$ cat src/rtl/mips_pkg.sv
// Shared constants for the pipelined MIPS core.
// This package defines the PC width, the reset/vector addresses and the NOP encoding.
package mips_pkg;

    localparam int PC_W = 32;

    localparam logic [PC_W-1:0] RESET_PC = 32'h8000_0000;
    localparam logic [PC_W-1:0] IRQ_VEC  = 32'h8000_0004;
    localparam logic [PC_W-1:0] EXC_VEC  = 32'h8000_0008;

    localparam logic [31:0] NOP = 32'h0000_0000;

endpackage

$ cat src/rtl/irq_sync.sv
// Two-flop synchronizer for the asynchronous timer interrupt request.
// It is used only when FETCH_IRQ_SYNC_EN is defined.
module irq_sync (
    input  logic clk,
    input  logic reset,
    input  logic din,
    output logic dout
);

    logic meta;

    // Shift the request through two flops; both clear on reset so no stale request survives.
    always_ff @(posedge clk or negedge reset) begin
        if (!reset) begin
            meta <= 1'b0;
            dout <= 1'b0;
        end else begin
            meta <= din;
            dout <= meta;
        end
    end

endmodule

$ cat src/rtl/fetch_stage.sv
// Fetch stage of the pipelined MIPS core: PC register, next-PC select, IF/ID register and EPC capture.
// When the macro FETCH_IRQ_SYNC_EN is defined, irq passes through a 2-flop synchronizer
// (irq_sync) before it is used. Otherwise irq is used directly.
module fetch_stage
    import mips_pkg::*;
(
    input  logic            clk,
    input  logic            reset,
    input  logic            stall,
    input  logic [31:0]     inst_in,
    input  logic            jump,
    input  logic [PC_W-1:0] jump_target,
    input  logic            jr,
    input  logic [PC_W-1:0] jr_target,
    input  logic            branch_taken,
    input  logic [PC_W-1:0] branch_target,
    input  logic            exc,
    input  logic            irq,
    output logic [PC_W-1:0] pc,
    output logic [31:0]     if_id_inst,
    output logic [PC_W-1:0] if_id_pc_plus4,
    output logic            if_id_valid,
    output logic [PC_W-1:0] epc,
    output logic            epc_we,
    output logic [31:0]     fetch_count
);

    logic            irq_eff;
    logic            irq_accept;
    logic            redirect;
    logic [PC_W-1:0] pc_plus4;
    logic [PC_W-1:0] next_pc;
    logic [PC_W-1:0] epc_next;

`ifdef FETCH_IRQ_SYNC_EN
    irq_sync u_irq_sync (
        .clk   (clk),
        .reset (reset),
        .din   (irq),
        .dout  (irq_eff)
    );
`else
    assign irq_eff = irq;
`endif

    assign pc_plus4   = pc + 32'd4;
    assign irq_accept = irq_eff && !pc[31] && !exc;
    assign redirect   = exc || irq_accept || branch_taken || jr || jump;

    // Next-PC priority mux and the EPC candidate (a control redirect target, else the squashed fetch pc).
    always_comb begin
        next_pc  = pc_plus4;
        epc_next = pc;
        if (branch_taken) begin
            epc_next = branch_target;
        end else if (jr) begin
            epc_next = jr_target;
        end else if (jump) begin
            epc_next = jump_target;
        end

        if (exc) begin
            next_pc = EXC_VEC;
        end else if (irq_accept) begin
            next_pc = IRQ_VEC;
        end else if (branch_taken) begin
            next_pc = branch_target;
        end else if (jr) begin
            next_pc = jr_target;
        end else if (jump) begin
            next_pc = jump_target;
        end else if (stall) begin
            next_pc = pc;
        end
    end

    // PC register: redirects override a stall because the redirecting instruction is older.
    always_ff @(posedge clk or negedge reset) begin
        if (!reset) begin
            pc <= RESET_PC;
        end else begin
            pc <= next_pc;
        end
    end

    // IF/ID register: flush on a redirect, hold on a stall, otherwise capture the ROM word.
    always_ff @(posedge clk or negedge reset) begin
        if (!reset) begin
            if_id_inst     <= NOP;
            if_id_pc_plus4 <= '0;
            if_id_valid    <= 1'b0;
            fetch_count    <= '0;
        end else if (redirect) begin
            if_id_inst     <= NOP;
            if_id_pc_plus4 <= '0;
            if_id_valid    <= 1'b0;
        end else if (!stall) begin
            if_id_inst     <= inst_in;
            if_id_pc_plus4 <= pc_plus4;
            if_id_valid    <= 1'b1;
            fetch_count    <= fetch_count + 32'd1;
        end
    end

    // EPC capture on interrupt acceptance, with a one-cycle write pulse toward $26.
    always_ff @(posedge clk or negedge reset) begin
        if (!reset) begin
            epc    <= '0;
            epc_we <= 1'b0;
        end else begin
            epc_we <= irq_accept;
            if (irq_accept) begin
                epc <= epc_next;
            end
        end
    end

endmodule

$ cat config.mk
export PLATFORM = sky130hd
export DESIGN_NAME = fetch_stage
export DESIGN_NICKNAME = d
export VERILOG_FILES = /design/src/rtl/mips_pkg.sv /design/src/rtl/irq_sync.sv /design/src/rtl/fetch_stage.sv
export SDC_FILE = /design/constraint.sdc
export NUM_CORES = 1
export LEC_CHECK = 0
export ABC_CLOCK_PERIOD_IN_PS = 2360
export BUFFER_PORTS_ARGS = -buffer_cell sky130_fd_sc_hd__buf_2
export CAP_MARGIN = 40
export CORE_AREA = 10 10 120 166
export DETAILED_ROUTE_END_ITERATION = 16
export DIE_AREA = 0 0 130 176
export PLACE_DENSITY_LB_ADDON = 0.25
export SETUP_SLACK_MARGIN = 0.05
export SKIP_CTS_REPAIR_TIMING = 1
export SYNTH_ARGS = -nofsm -noshare
export SYNTH_HDL_FRONTEND = slang
export SYNTH_SLANG_ARGS = --single-unit
$ cat constraint.sdc
create_clock -name clk -period 2.36 [get_ports clk]
set_input_delay 0.708 -clock clk [delete_from_list [all_inputs] [get_ports clk]]
set_output_delay 0.708 -clock clk [all_outputs]
set_load 0.05 [all_outputs]
---- Yosys cells after proc, flatten, opt, wreduce, memory -nomap -nowiden ----
Index checks and enable logic that the tools add are counted.
operators by class
  equal/unequal tests ..................... 2
  bitwise logic cells ..................... 2
  reductions and logical operators ........ 9
  add/subtract/negate cells ............... 2
  mux-type cells .......................... 14
operators by type and width
  operator                                       count
  two-way mux 32 bit                             12
  adder 32 x 1 -> 32 bit, second input constant  1
  adder 32 x 3 -> 32 bit, second input constant  1
  != test 6 x 1 -> 1 bit, second input constant  1
  logical OR 1 bit                               4
  logical AND 1 bit                              2
  zero test 1 bit                                2
  two-way mux 1 bit                              2
  != test 2 x 1 -> 1 bit, second input constant  1
  inverter 1 bit                                 2
  AND reduction 2 bit                            1
word-level totals
  input port bits ......................... 136
  output and inout port bits .............. 162
  word-level logic and storage cells ...... 36
  bits in registers ....................... 162

---- Longest topological paths before layout ----
  word-level depth ........................ 9
  mapped depth ............................ 8
  mapped depth without buffers ............ 6

---- Least setup slack after synthesis ----
Ideal clock, no wire load.
  kind .................................... input to register
  start ................................... in branch_taken
  end ..................................... reg fetch_count[31]
  path slack .............................. -202 ps
  stages .................................. 7
  arrival time ............................ 2,422 ps
  setup time .............................. 140 ps
  data required time ...................... 2,220 ps
  path buffers ............................ 2
  cells stage by stage .................... buf_2 -> or3_4 -> or3_1 -> buf_6 -> nor4_4 -> nand4_1 -> xnor2_1
between the ends
  cells in the longest elaborated chain, start to end .. 5
ends and longest elaborated chain
  element                               line                text
  from (decl)                           fetch_stage.sv:15   input logic branch_taken,
  logical OR 1 bit (3 in a row)         fetch_stage.sv:48   assign redirect = exc || irq_accept || branch_taken || jr || jump;
  inverter 1 bit (no source line)       -
  AND reduction 2 bit (no source line)  -
  to (signal assigned)                  fetch_stage.sv:101  fetch_count <= fetch_count + 32'd1;
  to (decl)                             fetch_stage.sv:25   output logic [31:0] fetch_count
No other way between the ends.
A chain may end at the register's enable or synchronous reset.

---- Worst setup path after layout ----
  start ................................... reg pc[3]
  end ..................................... reg pc[24]
between the ends
  cells in the longest elaborated chain, start to end .. 7
ends and longest elaborated chain
  element                 line               text
  from (decl)             fetch_stage.sv:19  output logic [PC_W-1:0] pc,
  from (signal assigned)  fetch_stage.sv:82  pc <= next_pc;
  adder 32 x 3 -> 32 bit  fetch_stage.sv:46  assign pc_plus4 = pc + 32'd4;
  two-way mux 32 bit      fetch_stage.sv:72  end else if (stall) begin
  two-way mux 32 bit      fetch_stage.sv:70  end else if (jump) begin
  two-way mux 32 bit      fetch_stage.sv:68  end else if (jr) begin
  two-way mux 32 bit      fetch_stage.sv:66  end else if (branch_taken) begin
  two-way mux 32 bit      fetch_stage.sv:64  end else if (irq_accept) begin
  two-way mux 32 bit      fetch_stage.sv:62  if (exc) begin
No other way between the ends. The select of a mux whose other input is x is not followed.

==> flow_metrics.tcl <==
set metrics [dict create \
    period_share_pct 93.7 \
    post-route-min-period_ns 2.21 \
    vias 8182 \
    synth_flop_cell "dfrtp_1" \
    tritoncts "done" \
    crit_fanout 7 \
    drt_iter0_markers 557 \
    end_kind "register" \
    grt_pass1_wl_um 44000 \
    rows 57 \
    ys_async_sr_fraction_pct 100 \
    first_global_vias 8224 \
    path_class "reg -> reg" \
    start_util_pct 48.8 \
    place.gp.congestion 0.867 \
    postSynthCellCount 902 \
    insertion_delay_ns 0.43 \
    n_fill_cell 1443 \
    ys_ff_latch 162 \
    cap_violations 0 \
    crit_buf_inv 0 \
    hold_path.class "in -> async" \
    fp.dieH_um 176 \
    syn_to_final_growth_pct 33.8 \
    place_hpwl_um 21600 \
    clkSinkCount 162 \
    die_area_mm2 0.0229 \
    clockBufferDepth 2 \
    io_pins 298 \
    rsz0062_at_grt "false" \
    hold_viol 0 \
    drtPass1Iterations 5 \
    totalWireLength_um 28000 \
    overflow 0 \
    antenna_found_initial 1 \
    drv_slew 0 \
    crit_chain "ha_1 -> and3_1 -> nand4_1 -> or4_1 -> o31a_1 -> o22ai_1" \
    crit_arrival_ns 2.56 \
    nNetsFinal 1367 \
    status "complete, no violations" \
    irDropWorstVdd_mv 0.481 \
    cts_buffers 17 \
    ant_nets 0 \
    p_leak_nw 5.62 \
    synth_cell_types 58 \
    wl_per_cell_um 19.3 \
    clock-root-buffer "clkbuf_16" \
    seq_area_frac_synth_pct 49.0 \
    crit_family "simple AND/OR/NAND/NOR gates" \
    finalClockSkew_ns 0.0148 \
    netlist_area_mm2 0.00828 \
    power.density_mw_per_mm2 724 \
    grt_max_degree 65 \
    final_core_util_pct 65.2 \
    syn-num-nets 1040 \
    drive_gt1_share_pct 34.9 \
    yosysWarningCount 0 \
    fmax_mhz 452 \
    worst_pin_slew_ns 0.571 \
    maxSlewHeadroom_pct 61.9 \
    grtUsageTotal_pct 24.3 \
    vias_per_cell 5.65 \
    core_area_mm2 0.0170 \
    syn_avg_cell_area_um2 9.18 \
    slowest_stage "or4_1" \
    drc 0 \
    htree_num_levels 4 \
    clk_pin_slew_ns 0.08 \
    layout_common_cells "buf_2 (295), dfrtp_1 (153), nand2_1 (115)" \
    cp.required_ns 2.71 \
    numPortBuffers 297 \
    cpPeakStageDelay_ns 0.65 \
    synth_edf_count 0 \
    finalSetupViolations 0 \
    hold_slack_ns 0.210 \
    worstSetupStartpointType "register" \
    die_w_um 130 \
    final_common_cell "buf_2" \
]
[final timing paths]
kind	from	to	slack [ns]	cells after the start
min in group clk	epc[13]	epc[13]	0.48	2
worst min-delay path	reset	fetch_count[25]	0.21	1
worst max-delay path	pc[3]	pc[24]	0.15	6
max in group asynchronous	reset	pc[9]	1.53	2
worst max register to register	pc[3]	pc[24]	0.15	6
worst min register to register	epc[13]	epc[13]	0.48	2
[flip-flops by register name (all words and copies together), names as in the netlist]
register,count
fetch_count,32
if_id_valid,1
epc,32
epc_we,1
if_id_pc_plus4,32
pc,32
if_id_inst,32
[routing by layer]
metal / share of wire (%) / GRT usage (%) / up-vias
li1: - / - / 3857
met5: 0 / 0 / -
met1: 39 / 29.2 / 3891
met4: 2.7 / 8.51 / 0
met2: 49 / 40.8 / 383
met3: 8.9 / 6.72 / 51
[cells in the mapped netlist, types with 9 or more instances]
library cell | count | area (um^2)
a21oi_1 | 39 | 195
a31oi_1 | 9 | 56.3
and2_1 | 11 | 68.8
and3_1 | 9 | 56.3
clkbuf_1 | 51 | 191
dfrtp_1 | 161 | 4030
mux2i_1 | 38 | 380
nand2_1 | 115 | 432
nand3_1 | 31 | 155
nand4_1 | 19 | 119
nor2_1 | 85 | 319
nor3_1 | 13 | 65.1
o21ai_0 | 107 | 536
o22ai_1 | 27 | 169
o31ai_1 | 14 | 105
xnor2_1 | 33 | 289
xor2_1 | 24 | 210
[cells by family after synthesis]
family / synth area share, %
simple gates: 19.5
compound gates: 16.5
flops: 49.0
buf+inv: 3.61
xor+xnor: 6.03
mux: 5.00
fa+ha+maj: 0.302
[report_power, final]
part / internal, mW / total (mW) / switching (mW)
logic: 0.574 / 2.05 / 1.48
registers: 3.01 / 3.20 / 0.198
clock network: 1.52 / 2.76 / 1.25
total: 5.10 / 8.02 / 2.92
[stage by stage]
| stage | setup slack [ns] | setup TNS (ns) | instance area, um^2 | cells | power, mW |
|---|---|---|---|---|---|
| floorplan | -0.0585 | -0.230 | 8320 | 902 | 4.56 |
| global placement | -0.227 | -8.75 | 10500 | 1415 | 5.29 |
| detailed placement | -0.268 | -10.44 | 10500 | 1415 | 5.32 |
| CTS | 0.133 | 0 | 11100 | 1447 | 8.07 |
| global route | 0.0697 | 0 | 11100 | 1449 | 8.38 |
| finish | 0.148 | 0 | 11100 | 1449 | 8.02 |
[final cells by class]
cell class | instances | area [um^2] | area share [%]
diodes | 1 | 2.50 | 0.0226
clock buffers | 18 | 439 | 3.97
clock inverters | 14 | 148 | 1.33
inverters | 9 | 33.8 | 0.305
multi-input cells | 665 | 3970 | 35.8
flip-flops and latches | 162 | 4070 | 36.7
well taps | 206 | 258 | 2.33
repair buffers | 374 | 2160 | 19.5
Note: power is estimated with default switching activity, not from simulation.
